==> src/rtl/div_pkg.sv <==
// div_pkg: shared types and constants for the sequential restoring divider.
package div_pkg;
  localparam int DIV_WIDTH = 32;
  localparam int DIV_ITERS = 32;
  localparam int DIV_CNT_W = $clog2(DIV_ITERS);
  localparam logic [DIV_WIDTH-1:0] DIV_ZERO_QUOT = '1;
  typedef enum logic [1:0] {IDLE, CALC, DONE} div_state_e;
endpackage

==> src/rtl/div_step.sv <==
// div_step: one restoring iteration, trial-subtracting the divisor from {rem, bit_in}.
module div_step
  import div_pkg::*;
#(
  parameter int W = DIV_WIDTH
) (
  input  logic [W-1:0] rem,
  input  logic         bit_in,
  input  logic [W-1:0] dvsr,
  output logic [W-1:0] rem_next,
  output logic         q_bit
);
  logic [W:0]   shifted;
  logic [W-1:0] diff;
  logic         borrow;
  logic         unused_diff_msb;
  assign shifted = {rem, bit_in};
  assign {borrow, unused_diff_msb, diff} = {1'b0, shifted} - {2'b0, dvsr};
  assign rem_next = borrow ? shifted[W-1:0] : diff;
  assign q_bit = ~borrow;
endmodule

==> src/rtl/divider_32bit_seq.sv <==
// divider_32bit_seq: 32-cycle restoring divider for DIVU/REMU; DIVIDER_SIGNED_EN adds DIV/REM.
module divider_32bit_seq
  import div_pkg::*;
#(
  parameter int WIDTH = DIV_WIDTH
) (
  input  logic             clk,
  input  logic             rst,
  input  logic             start,
  input  logic             is_signed,
  input  logic [WIDTH-1:0] dividend,
  input  logic [WIDTH-1:0] divisor,
  output logic             busy,
  output logic             done,
  output logic [WIDTH-1:0] quotient,
  output logic [WIDTH-1:0] remainder,
  output logic             div_by_zero
);
  div_state_e           state, state_n;
  logic [DIV_CNT_W-1:0] cnt;
  logic [WIDTH-1:0]     rem_r, q_r, dvsr_r, a_mag, b_mag, rem_next, q_fin;
  logic                 neg_q, neg_r, q_bit, sgn, accept, b_zero;
`ifdef DIVIDER_SIGNED_EN
  assign sgn = is_signed;
`else
  logic unused_is_signed;
  assign unused_is_signed = is_signed;
  assign sgn = 1'b0;
`endif
  assign accept = start && (state == IDLE || state == DONE);
  assign b_zero = divisor == '0;
  assign a_mag = (sgn && dividend[WIDTH-1]) ? -dividend : dividend;
  assign b_mag = (sgn && divisor[WIDTH-1]) ? -divisor : divisor;
  assign busy = state == CALC;
  assign done = state == DONE;
  // q_r starts as the dividend magnitude and fills with quotient bits from the right
  div_step #(.W(WIDTH)) u_step (
    .rem     (rem_r),
    .bit_in  (q_r[WIDTH-1]),
    .dvsr    (dvsr_r),
    .rem_next(rem_next),
    .q_bit   (q_bit)
  );
  assign q_fin = {q_r[WIDTH-2:0], q_bit};
  always_comb begin
    state_n = state;
    case (state)
      IDLE, DONE: state_n = accept ? (b_zero ? DONE : CALC) : IDLE;
      CALC:       state_n = (cnt == '0) ? DONE : CALC;
      default:    state_n = IDLE;
    endcase
  end
  always_ff @(posedge clk or posedge rst) begin
    if (rst) begin
      state       <= IDLE;
      cnt         <= '0;
      rem_r       <= '0;
      q_r         <= '0;
      dvsr_r      <= '0;
      neg_q       <= 1'b0;
      neg_r       <= 1'b0;
      quotient    <= '0;
      remainder   <= '0;
      div_by_zero <= 1'b0;
    end else begin
      state <= state_n;
      if (accept) begin
        rem_r  <= '0;
        q_r    <= a_mag;
        dvsr_r <= b_mag;
        cnt    <= DIV_CNT_W'(DIV_ITERS - 1);
        neg_q  <= sgn && (dividend[WIDTH-1] ^ divisor[WIDTH-1]);
        neg_r  <= sgn && dividend[WIDTH-1];
        if (b_zero) begin
          quotient    <= DIV_ZERO_QUOT;
          remainder   <= dividend;
          div_by_zero <= 1'b1;
        end
      end else if (state == CALC) begin
        rem_r <= rem_next;
        q_r   <= q_fin;
        cnt   <= cnt - 1'b1;
        if (cnt == '0) begin
          quotient    <= neg_q ? -q_fin : q_fin;
          remainder   <= neg_r ? -rem_next : rem_next;
          div_by_zero <= 1'b0;
        end
      end
    end
  end
endmodule
==> config.mk <==
export PLATFORM = sky130hd
export DESIGN_NAME = divider_32bit_seq
export DESIGN_NICKNAME = d
export VERILOG_FILES = /design/src/rtl/div_pkg.sv /design/src/rtl/div_step.sv /design/src/rtl/divider_32bit_seq.sv
export SDC_FILE = /design/constraint.sdc
export NUM_CORES = 1
export LEC_CHECK = 0
export ABC_AREA = 1
export CAP_MARGIN = 20
export CORE_UTILIZATION = 51
export DETAILED_ROUTE_END_ITERATION = 10
export GPL_TIMING_DRIVEN = 1
export PLACE_DENSITY = 0.84
export SKIP_LAST_GASP = 1
export SLEW_MARGIN = 20
export SYNTH_ARGS = -nofsm -noshare
export SYNTH_HDL_FRONTEND = slang
export SYNTH_SLANG_ARGS = --single-unit
==> constraint.sdc <==
create_clock -name clk -period 5.61 [get_ports clk]
set_clock_uncertainty 0.15 [all_clocks]
set_input_delay 1.122 -clock clk [delete_from_list [all_inputs] [get_ports clk]]
set_output_delay 1.122 -clock clk [all_outputs]
set_load 0.005 [all_outputs]
Word-level counts from Yosys, hierarchy flattened
Cells that the tools add are included.

Add/sub/neg operators: 2. Multipliers: 0. Divide/modulo/power cells: 0. Order comparisons: 0. Equal/unequal tests: 3. Shifts and indexed selects: 0. Mux-type cells: 23. Bitwise logic cells: 1. Reduce and logical (&&, ||, !) cells: 9.

Operator list (number): $mux 32 (13); $sub 33x32->34 (1); $logic_not 32->1 (1); $mux 5 (2); $mux 2 (3); $logic_not 5->1 (1); $sub 5x1->5 const B (1); $mux 1 (4); $pmux 2 s2 (1); $reduce_bool 2->1 (2); $reduce_and 3->1 (1); $eq 2x1->1 const B (1); $eq 2x2->1 const B (1); $logic_not 2->1 (1); $ne 2x1->1 const B (1); $reduce_or 2->1 (1); $logic_and 1x1->1 (1); $logic_or 1x1->1 (1); $not 1->1 (1).

Bits in registers: 168. Bits in latches: 0. Memory bits (writable): 0. ROM bits: 0. Bits of input ports: 68. Word-level logic and storage cells: 46. Memories kept: 0.

Longest topological paths before layout
Gate-level depths: netlist (run 1).

Word-level depth: 5. Gate-level depth with buffers: 18. Depth with buffers taken out: 18.

Modules after synthesis
From an unflattened synthesis (run 1), not the netlist that was laid out.

Cells, all modules: 1444. Area total of the unflattened synthesis: 10242.3 um2.

Modules (own cells, without submodules): divider_32bit_seq (times used 1, cells each 805, area an instance 7116.8 um2, seq. area each 4204.0 um2); div_step (times used 1, cells each 639, area an instance 3125.5 um2, seq. area each 0.0 um2).

Worst setup path before layout (run 1)
No wires, ideal clock.

Path type: in2reg. Start point: input port divisor[30]. End point: register quotient[11]. Data arrival time: 2.205 ns. Required time: 5.322 ns. Setup slack: 3.116 ns. Stages: 10. Buffers on the path: 2. Cells stage by stage: inv_1 nand4_1 nor2_1 nand2_1 nor2_1 a21oi_2 inv_2 clkbuf_1 buf_2 a31oi_1.

Cells in the longest elaborated chain, start to end: 3.

Ends and longest elaborated chain: start, declared (RTL line divider_32bit_seq.sv:12) `input logic [WIDTH-1:0] divisor,`; $logic_not 32->1 (RTL line divider_32bit_seq.sv:31) `assign b_zero = divisor == '0;`; $ne 2x1->1 (no source line); $reduce_and 3->1 (no source line); end signal, assigned (RTL line divider_32bit_seq.sv:84) `quotient <= neg_q ? -q_fin : q_fin;`; end, declared (RTL line divider_32bit_seq.sv:15) `output logic [WIDTH-1:0] quotient,`.

No other way between the ends. A chain may end at the register's enable or synchronous reset.

Worst setup path in the final report (run 1)
Start point: input port divisor[30]. End point: register remainder[28].

Cells in the longest elaborated chain, start to end: 3.

Ends and longest elaborated chain: $logic_not 32->1 (RTL line divider_32bit_seq.sv:31); $ne 2x1->1 (no source line); $reduce_and 3->1 (no source line); end signal, assigned (RTL line divider_32bit_seq.sv:76) `remainder <= dividend;`; end signal, assigned (RTL line divider_32bit_seq.sv:85) `remainder <= neg_r ? -rem_next : rem_next;`; end, declared (RTL line divider_32bit_seq.sv:16) `output logic [WIDTH-1:0] remainder,`.

No other way between the ends.

==> results of run 1 <==
## cell usage after synthesis, drive strengths merged
library cell | instances | area [um^2]
a21oi | 53 | 280
a22oi | 1 | 7.51
a31oi | 24 | 150
and2 | 3 | 18.8
and3 | 1 | 6.26
buf | 15 | 81.3
clkbuf | 41 | 154
clkinv | 1 | 3.75
dfrtp | 168 | 4200
fa | 1 | 20.0
ha | 34 | 425
inv | 261 | 980
nand2 | 507 | 1940
nand3 | 68 | 345
nand3b | 2 | 15.0
nand4 | 48 | 300
nor2 | 92 | 358
nor3 | 5 | 25.0
o211ai | 2 | 15.0
o21ai | 58 | 290
o21bai | 1 | 7.51
o221ai | 26 | 228
or2 | 33 | 206
xnor2 | 1 | 8.76
xor2 | 14 | 123
## worst reg2reg max path, stage by stage (launching register included)
cell      delay (ns)
dfrtp_1         0.39
inv_2           0.10
nor2_4          0.07
inv_2           0.41
nor2_1          0.24
a21oi_4         0.55
clkinv_2        0.89
or2_2           0.62
nand2_1         0.08
inv_1           0.03
## cell families (layout without fill, tap and decap cells)
group / after synthesis / after routing / synth area share [%]
AO/OA/AOI/OAI: 165 / 165 / 9.60
XOR/XNOR: 15 / 15 / 1.29
adder cells (fa/ha/maj): 35 / 35 / 4.37
buffers and inverters: 318 / 434 / 12.0
flip-flops: 168 / 168 / 41.2
AND/OR/NAND/NOR: 759 / 759 / 31.6
## final cells by class
class                      instances  area [um^2]
clock buffer                      17          425
clock inverter                    15          188
fill                            1760         7180
inverter                         262          988
multi-input combinational        974         4790
sequential                       168         4200
tap                              265          332
timing repair buffer             140         1420
## power by group through the flow
stage | logic (W) | registers, W | clock network, W
6_report | 0.00490 | 0.00198 | 0.00123
4_1_cts | 0.00482 | 0.00197 | 0.00124
2_1_floorplan | 0.00362 | 0.00189 | 0
3_3_place_gp | 0.00463 | 0.00196 | 0
5_1_grt | 0.00555 | 0.00202 | 0.00129
3_5_place_dp | 0.00476 | 0.00198 | 0
## registers in the layout, indices dropped and copies added (netlist names)
name	count
dvsr_r	32
q_r	32
quotient	32
rem_r	32
remainder	32
cnt	5
state	2
div_by_zero	1
## per-stage QoR
stage	util [%]	setup slack (ns)
4_1_cts	63.1	1.31
3_3_place_gp	59.9	0.937
5_1_grt	63.2	1.31
3_5_place_dp	59.9	0.876
6_report	63.2	1.58
2_1_floorplan	-	2.20
## per-layer routing
layer	vias to the layer above	global-route usage, %	share of wire, %
li1	4777	-	-
met1	4450	39.4	46
met4	0	7.33	1.5
met3	36	4.80	7.3
met2	388	43.8	45
met5	-	0	0
## cells in the final DEF, fill, tap and decap left out, drive strengths merged, types with 2 or more instances in the layout
cell / synthesis / routed
nand2: 507 / 507
inv: 261 / 265
dfrtp: 168 / 168
clkdlybuf4s50: 0 / 133
nor2: 92 / 92
nand3: 68 / 68
o21ai: 58 / 58
a21oi: 53 / 53
nand4: 48 / 48
ha: 34 / 34
or2: 33 / 33
o221ai: 26 / 26
a31oi: 24 / 24
clkbuf: 41 / 17
xor2: 14 / 14
buf: 15 / 7
clkinv: 1 / 7
nor3: 5 / 5
clkinvlp: 0 / 3
and2: 3 / 3
nand3b: 2 / 2
o211ai: 2 / 2
bufinv: 0 / 2
## how the worst max path moves through the flow
stage / startpoint / endpoint / slack (ns)
after floorplan: rst / cnt[0]$_DFFE_PP0P_ / 2.20
after global placement: divisor[31] / remainder[3]$_DFFE_PP0P_ / 0.94
after detailed placement: divisor[28] / remainder[21]$_DFFE_PP0P_ / 0.88
after CTS: divisor[28] / remainder[17]$_DFFE_PP0P_ / 1.31
after global routing: divisor[31] / remainder[21]$_DFFE_PP0P_ / 1.31
final: divisor[30] / remainder[28]$_DFFE_PP0P_ / 1.58
==> PnR_summary.wiki, run 1 <==
{| class="wikitable"
! Metric !! Value
|-
| Number of buffer cells added on primary ports || 133
|-
| Fin nets || roughly 1,700
|-
| Data required time of the worst path || 5.79 ns
|-
| Hold buffer count at CTS || 0
|-
| Congestion Overflow GR || 0
|-
| Vias per Instance || 5.24
|-
| Number of design rule violations left after detail routing || 0
|-
| Worst Hold Endpoint || dvsr_r[17]$_DFFE_PP0P_
|-
| Total Wirelength || about 27 mm
|-
| Synth cell types || 38
|-
| Weighted congestion reported at the end of routability-driven placement || 0.939
|-
| Combined area of all synthesized cells || 10,200 um^2
|-
| Crit end category || flip-flop
|-
| Ratio of final minimum period to clock period || 71.8%
|-
| Area added between synthesis and finish || 21.0%
|-
| Number of antenna repair diodes || 0
|-
| Width of the die || 143 um
|-
| Number of gates on the worst path with buffers counted || 11
|-
| Number of synthesized register bits || about 170
|-
| Power density over cell area || approximately 660 nW/um^2
|-
| Max-slew headroom at the worst pin || 30.7%
|-
| Critical path cell sequence || clkdlybuf4s50_1 -> inv_1 -> nand4_1 -> nor2_1 -> nand2_1 -> nor2_1 -> a21oi_4 -> clkinv_2 -> or2_2 -> nand2_1 -> inv_1
|-
| Clock tree from TritonCTS || done
|-
| Final-report setup violation count || 0
|-
| Post-synth net total || 1,563
|-
| Number of failing hold endpoints at the final stage || 0
|-
| CP max FO || 78
|-
| Design area || 12,300 um^2
|-
| Crit path arrival time || 4.21 ns
|-
| Synthesized area divided by synthesized cell count || 6.98 um^2
|-
| Startpoint kind of the worst setup timing path || primary input
|-
| CTS Root Cell || clkbuf_16
|-
| CP max stage cell || clkinv_2
|-
| Unrepaired setup endpoints after global routing || no
|-
| Via count of the first global-routing pass || 8,922
|-
| Count of boundary I/O pins || 135
|-
| Crit path buf inv count || 4
|-
| Min-Delay Path Class || flip-flop to flip-flop
|-
| Internal power of the cells || between 0.004 and 0.005 W
|-
| Fraction of power consumed by the clock network || 15.2%
|-
| Worst Path Class, Setup || primary input to flip-flop
|-
| Number of buffers inserted to repair setup after CTS || 0
|-
| Maximum frequency from static timing analysis || 248 MHz
|-
| Vias post-DR || 9,651
|-
| Maximum number of pins on one net before global-route repair || 169
|-
| Number of antenna-violating nets in the routed design || 0
|-
| Sink count of the clock tree || about 170
|-
| Filler-free cell count of the finished design || 1,841
|-
| Maximum buffer depth of the clock tree || 2
|-
| Total CTS buffers || 17
|-
| Register-to-register setup slack || 1.97 ns
|-
| Starting density of the core || 52.2%
|-
| Standard cell core area || 19,500 um^2
|-
| Hold slack || between 0.3 and 0.4 ns
|-
| Layout cells sized above 1 || 5.71%
|-
| Total design power || 0.00811 W
|-
| Gate count after technology mapping || between 1,000 and 1,500
|-
| Proportion of power drawn by combinational gates || 60.4%
|-
| HPWL after detailed placement || 19.8 mm
|-
| Number of iterations in the first detailed-routing pass || 6
|-
| Source of the worst hold timing path || dvsr_r[17]$_DFFE_PP0P_
|-
| Total placed cells including tap cells || about 1,800
|-
| Number of cells upsized or downsized after cts || 0
|-
| Clock transition at the registers of the reported paths || roughly 0.07 ns
|-
| Number of violations reported at the end of detailed-routing iteration 0 || just over 900
|-
| Sequential-to-total area share from yosys stat || 41.2%
|-
| Summed negative setup slack over all endpoints || 0 ns
|-
| Measured slew at the worst slew-check pin || 1.04 ns
|-
| Number of cells traversed by the worst register-to-register path || 9
|-
| Delay of the slowest critical-path stage || between 0.8 and 0.9 ns
|-
| Count of warnings emitted by yosys || 0
|-
| Critical R2R Capture || remainder[28]$_DFFE_PP0P_
|-
| Number of maximum-capacitance violations || 0
|-
| Worst R2R Start || state[0]$_DFF_PP0_
|-
| Number of levels in the clock H-tree || 4
|-
| Combined global-route utilization of all metal layers || 27.8%
|-
| Placed inst area || between 10,000 and 15,000 um^2
|-
| Number of antenna violations at the first check in global routing || 0
|-
| Leakage || 6.42 nW
|-
| Insertion delay to the later sink of the worst-skew pair || 0.44 ns
|-
| Switching portion of total power || 50.2%
|-
| Standard-cell row count || ~50
|-
| Gate family responsible for the most delay along the worst path || buffers and inverters
|-
| Result of the run || finished, final reports clean
|-
| Number of cells traversed by the worst hold path || 2
|-
| Peak ir drop on the vdd network || 0.299 mV
|-
| Floorplan die area || between 20,000 and 25,000 um^2
|-
| Sequential power share || 24.4%
|-
| WL per Instance || 14.9 um
|-
| Net Switching || 0.00407 W
|-
| Wire length of the first global-routing pass || around 44 mm
|-
| Die Height || 143 um
|-
| Number of pins exceeding their max-slew limit in the final report || 0
|-
| Final critical delay including setup and external delays || 4.03 ns
|}
Power figures use the tool's default switching activity.
==> run 2: changes to the inputs <==
==> constraint.sdc (replaced) <==
create_clock -name clk -period 3.5 [get_ports clk]
set_clock_uncertainty 0.15 [all_clocks]
set_input_delay 0.7 -clock clk [delete_from_list [all_inputs] [get_ports clk]]
set_output_delay 0.7 -clock clk [all_outputs]
set_load 0.005 [all_outputs]
==> PnR_summary.wiki, run 2 (same netlist as run 1, synthesis figures left out) <==
{| class="wikitable"
! Metric !! Value
|-
| Congestion Overflow GR || 0 (unchanged)
|-
| Vias per Instance || 5.30 (+1.0%)
|-
| Number of iterations in the first detailed-routing pass || 5 (-1)
|-
| Final-report setup violation count || 0 (unchanged)
|-
| Via count of the first global-routing pass || 9,092 (+1.9%)
|-
| HPWL after detailed placement || 20.3 mm (+2.3%)
|-
| Number of levels in the clock H-tree || 4 (unchanged)
|-
| Startpoint kind of the worst setup timing path || primary input
|-
| Total Wirelength || 27.1 mm (-1.0%)
|-
| Maximum frequency from static timing analysis || 372 MHz
|-
| Hold buffer count at CTS || 0 (unchanged)
|-
| Placed inst area || 11,800 um^2 (+1.1%)
|-
| Ratio of final minimum period to clock period || 76.9%
|-
| Crit path arrival time || 2.87 ns (-1.34 ns)
|-
| Number of cells upsized or downsized after cts || 0 (unchanged)
|-
| Measured slew at the worst slew-check pin || 0.808 ns (-0.228 ns)
|-
| CTS Root Cell || clkbuf_16
|-
| Width of the die || 143 um (unchanged)
|-
| Fin nets || 1,675 (+0.54%)
|-
| Number of violations reported at the end of detailed-routing iteration 0 || 810 (-12%)
|-
| Insertion delay to the later sink of the worst-skew pair || 0.44 ns (about the same)
|-
| Number of failing hold endpoints at the final stage || 0 (unchanged)
|-
| Vias post-DR || 9,796 (+1.5%)
|-
| Total CTS buffers || 17 (unchanged)
|-
| Weighted congestion reported at the end of routability-driven placement || 0.904 (-3.7%)
|-
| Clock tree from TritonCTS || done
|-
| Layout cells sized above 1 || 6.31% (+0.60 points)
|-
| Most frequent cells in the layout || nand2_1 (492), inv_1 (255), dfrtp_1 (168)
|-
| Min-Delay Path Class || flip-flop to flip-flop
|-
| Design area || 12,400 um^2 (+0.58%)
|-
| CP max FO || 50 (-36%)
|-
| Number of antenna violations at the first check in global routing || 0 (unchanged)
|-
| Wire length of the first global-routing pass || 44.6 mm (+0.42%)
|-
| Number of maximum-capacitance violations || 0 (unchanged)
|-
| Die Height || 143 um (unchanged)
|-
| Final Core Density || 63.6% (+0.37 points)
|-
| Maximum buffer depth of the clock tree || 2 (unchanged)
|-
| Final critical delay including setup and external delays || 2.69 ns
|-
| Number of buffers inserted to repair setup after CTS || 0 (unchanged)
|-
| Unrepaired setup endpoints after global routing || no
|-
| Summed negative setup slack over all endpoints || 0 ns (unchanged)
|-
| Max-slew headroom at the worst pin || 46.0% (+15 points)
|-
| Power density over cell area || 1040 nW/um^2 (+58%)
|-
| Leakage || 6.47 nW (+0.76%)
|-
| Worst Path Class, Setup || primary input to flip-flop
|-
| Number of antenna repair diodes || 0 (unchanged)
|-
| Hold slack || 0.332 ns (-0.00338 ns)
|-
| Commonest non-fill, non-tap cell in the layout || nand2_1
|-
| Starting density of the core || 52.2% (unchanged)
|-
| Maximum number of pins on one net before global-route repair || 74 (-56%)
|-
| Peak ir drop on the vdd network || 0.515 mV (+72%)
|-
| Crit end category || flip-flop
|-
| Result of the run || finished, final reports clean
|-
| Count of boundary I/O pins || 135 (unchanged)
|-
| Number of buffer cells added on primary ports || 133 (unchanged)
|-
| Combined global-route utilization of all metal layers || 27.8% (+0.073 points)
|-
| Standard cell core area || 19,500 um^2 (unchanged)
|-
| Clock transition at the registers of the reported paths || 0.07 ns (about the same)
|-
| Data required time of the worst path || 3.68 ns (-2.11 ns)
|-
| Number of antenna-violating nets in the routed design || 0 (unchanged)
|-
| Standard-cell row count || 51 (unchanged)
|-
| Number of design rule violations left after detail routing || 0 (unchanged)
|-
| Area added between synthesis and finish || 21.7%
|-
| WL per Instance || 14.7 um (-1.5%)
|-
| Sink count of the clock tree || 168 (unchanged)
|-
| Number of pins exceeding their max-slew limit in the final report || 0 (unchanged)
|-
| Floorplan die area || 20,600 um^2 (unchanged)
|}
run 2: cell count changes in the layout (fill, tap and decap cells not counted), sizes merged:
cell	previous run	this run
buf	7	16
inv	265	270
clkinv	7	4
bufinv	2	0
clkbuf	17	18
clkinvlp	3	2
run 2: final timing paths:
check	start	end	slack, ns	depth (start not counted)
worst max-delay path	divisor[30]	remainder[25]$_DFFE_PP0P_	0.81	12
max in group asynchronous	rst	remainder[25]$_DFFE_PP0P_	1.90	3
worst max register to register	rem_r[25]$_DFFE_PP0P_	remainder[6]$_DFFE_PP0P_	0.81	11
worst min register to register	dvsr_r[12]$_DFFE_PP0P_	dvsr_r[12]$_DFFE_PP0P_	0.33	2
worst min-delay path	dvsr_r[12]$_DFFE_PP0P_	dvsr_r[12]$_DFFE_PP0P_	0.33	2
min in group asynchronous	rst	quotient[1]$_DFFE_PP0P_	0.61	2
run 2: where the power goes:
group	internal, W	leakage [nW]	switching [W]	total [W]
clock network	0.000975	0.287	0.000907	0.00188
registers	0.00269	1.84	0.000494	0.00318
logic	0.00275	4.34	0.00507	0.00782
total	0.00641	6.47	0.00647	0.0129
run 2: area by class of cell:
cell class	instances	area, um^2
sequential	168	4200
tap	265	332
fill	1726	7110
multi-input combinational	974	4790
clock buffer	18	439
inverter	262	987
clock inverter	14	149
timing repair buffer	149	1510
run 2: metrics by stage:
stage	setup slack, ns	std cells	total power [W]
after floorplan	0.509	1460	0.00883
after global routing	0.644	1850	0.0142
after detailed placement	0.372	1818	0.0109
after global placement	0.415	1818	0.0106
final	0.809	1850	0.0129
after CTS	0.808	1850	0.0128
run 2: worst max-delay path, stage by stage:
cell,delay [ns]
clkdlybuf4s50_1,0.40
inv_1,0.07
nand4_1,0.11
nor2_1,0.16
nand2_1,0.10
nor2_1,0.43
a21oi_4,0.11
buf_4,0.30
a21oi_1,0.27
nand3_1,0.11
nand2_1,0.06
inv_1,0.03
run 2: per-layer routing:
layer  GRT usage [%]  vias to the layer above  share of wire [%]
li1                -                     4789                  -
met1            39.4                     4537                 45
met2            43.7                      416                 45
met3            3.53                       54                7.3
met4            9.97                        0                2.4
met5               0                        -                  0
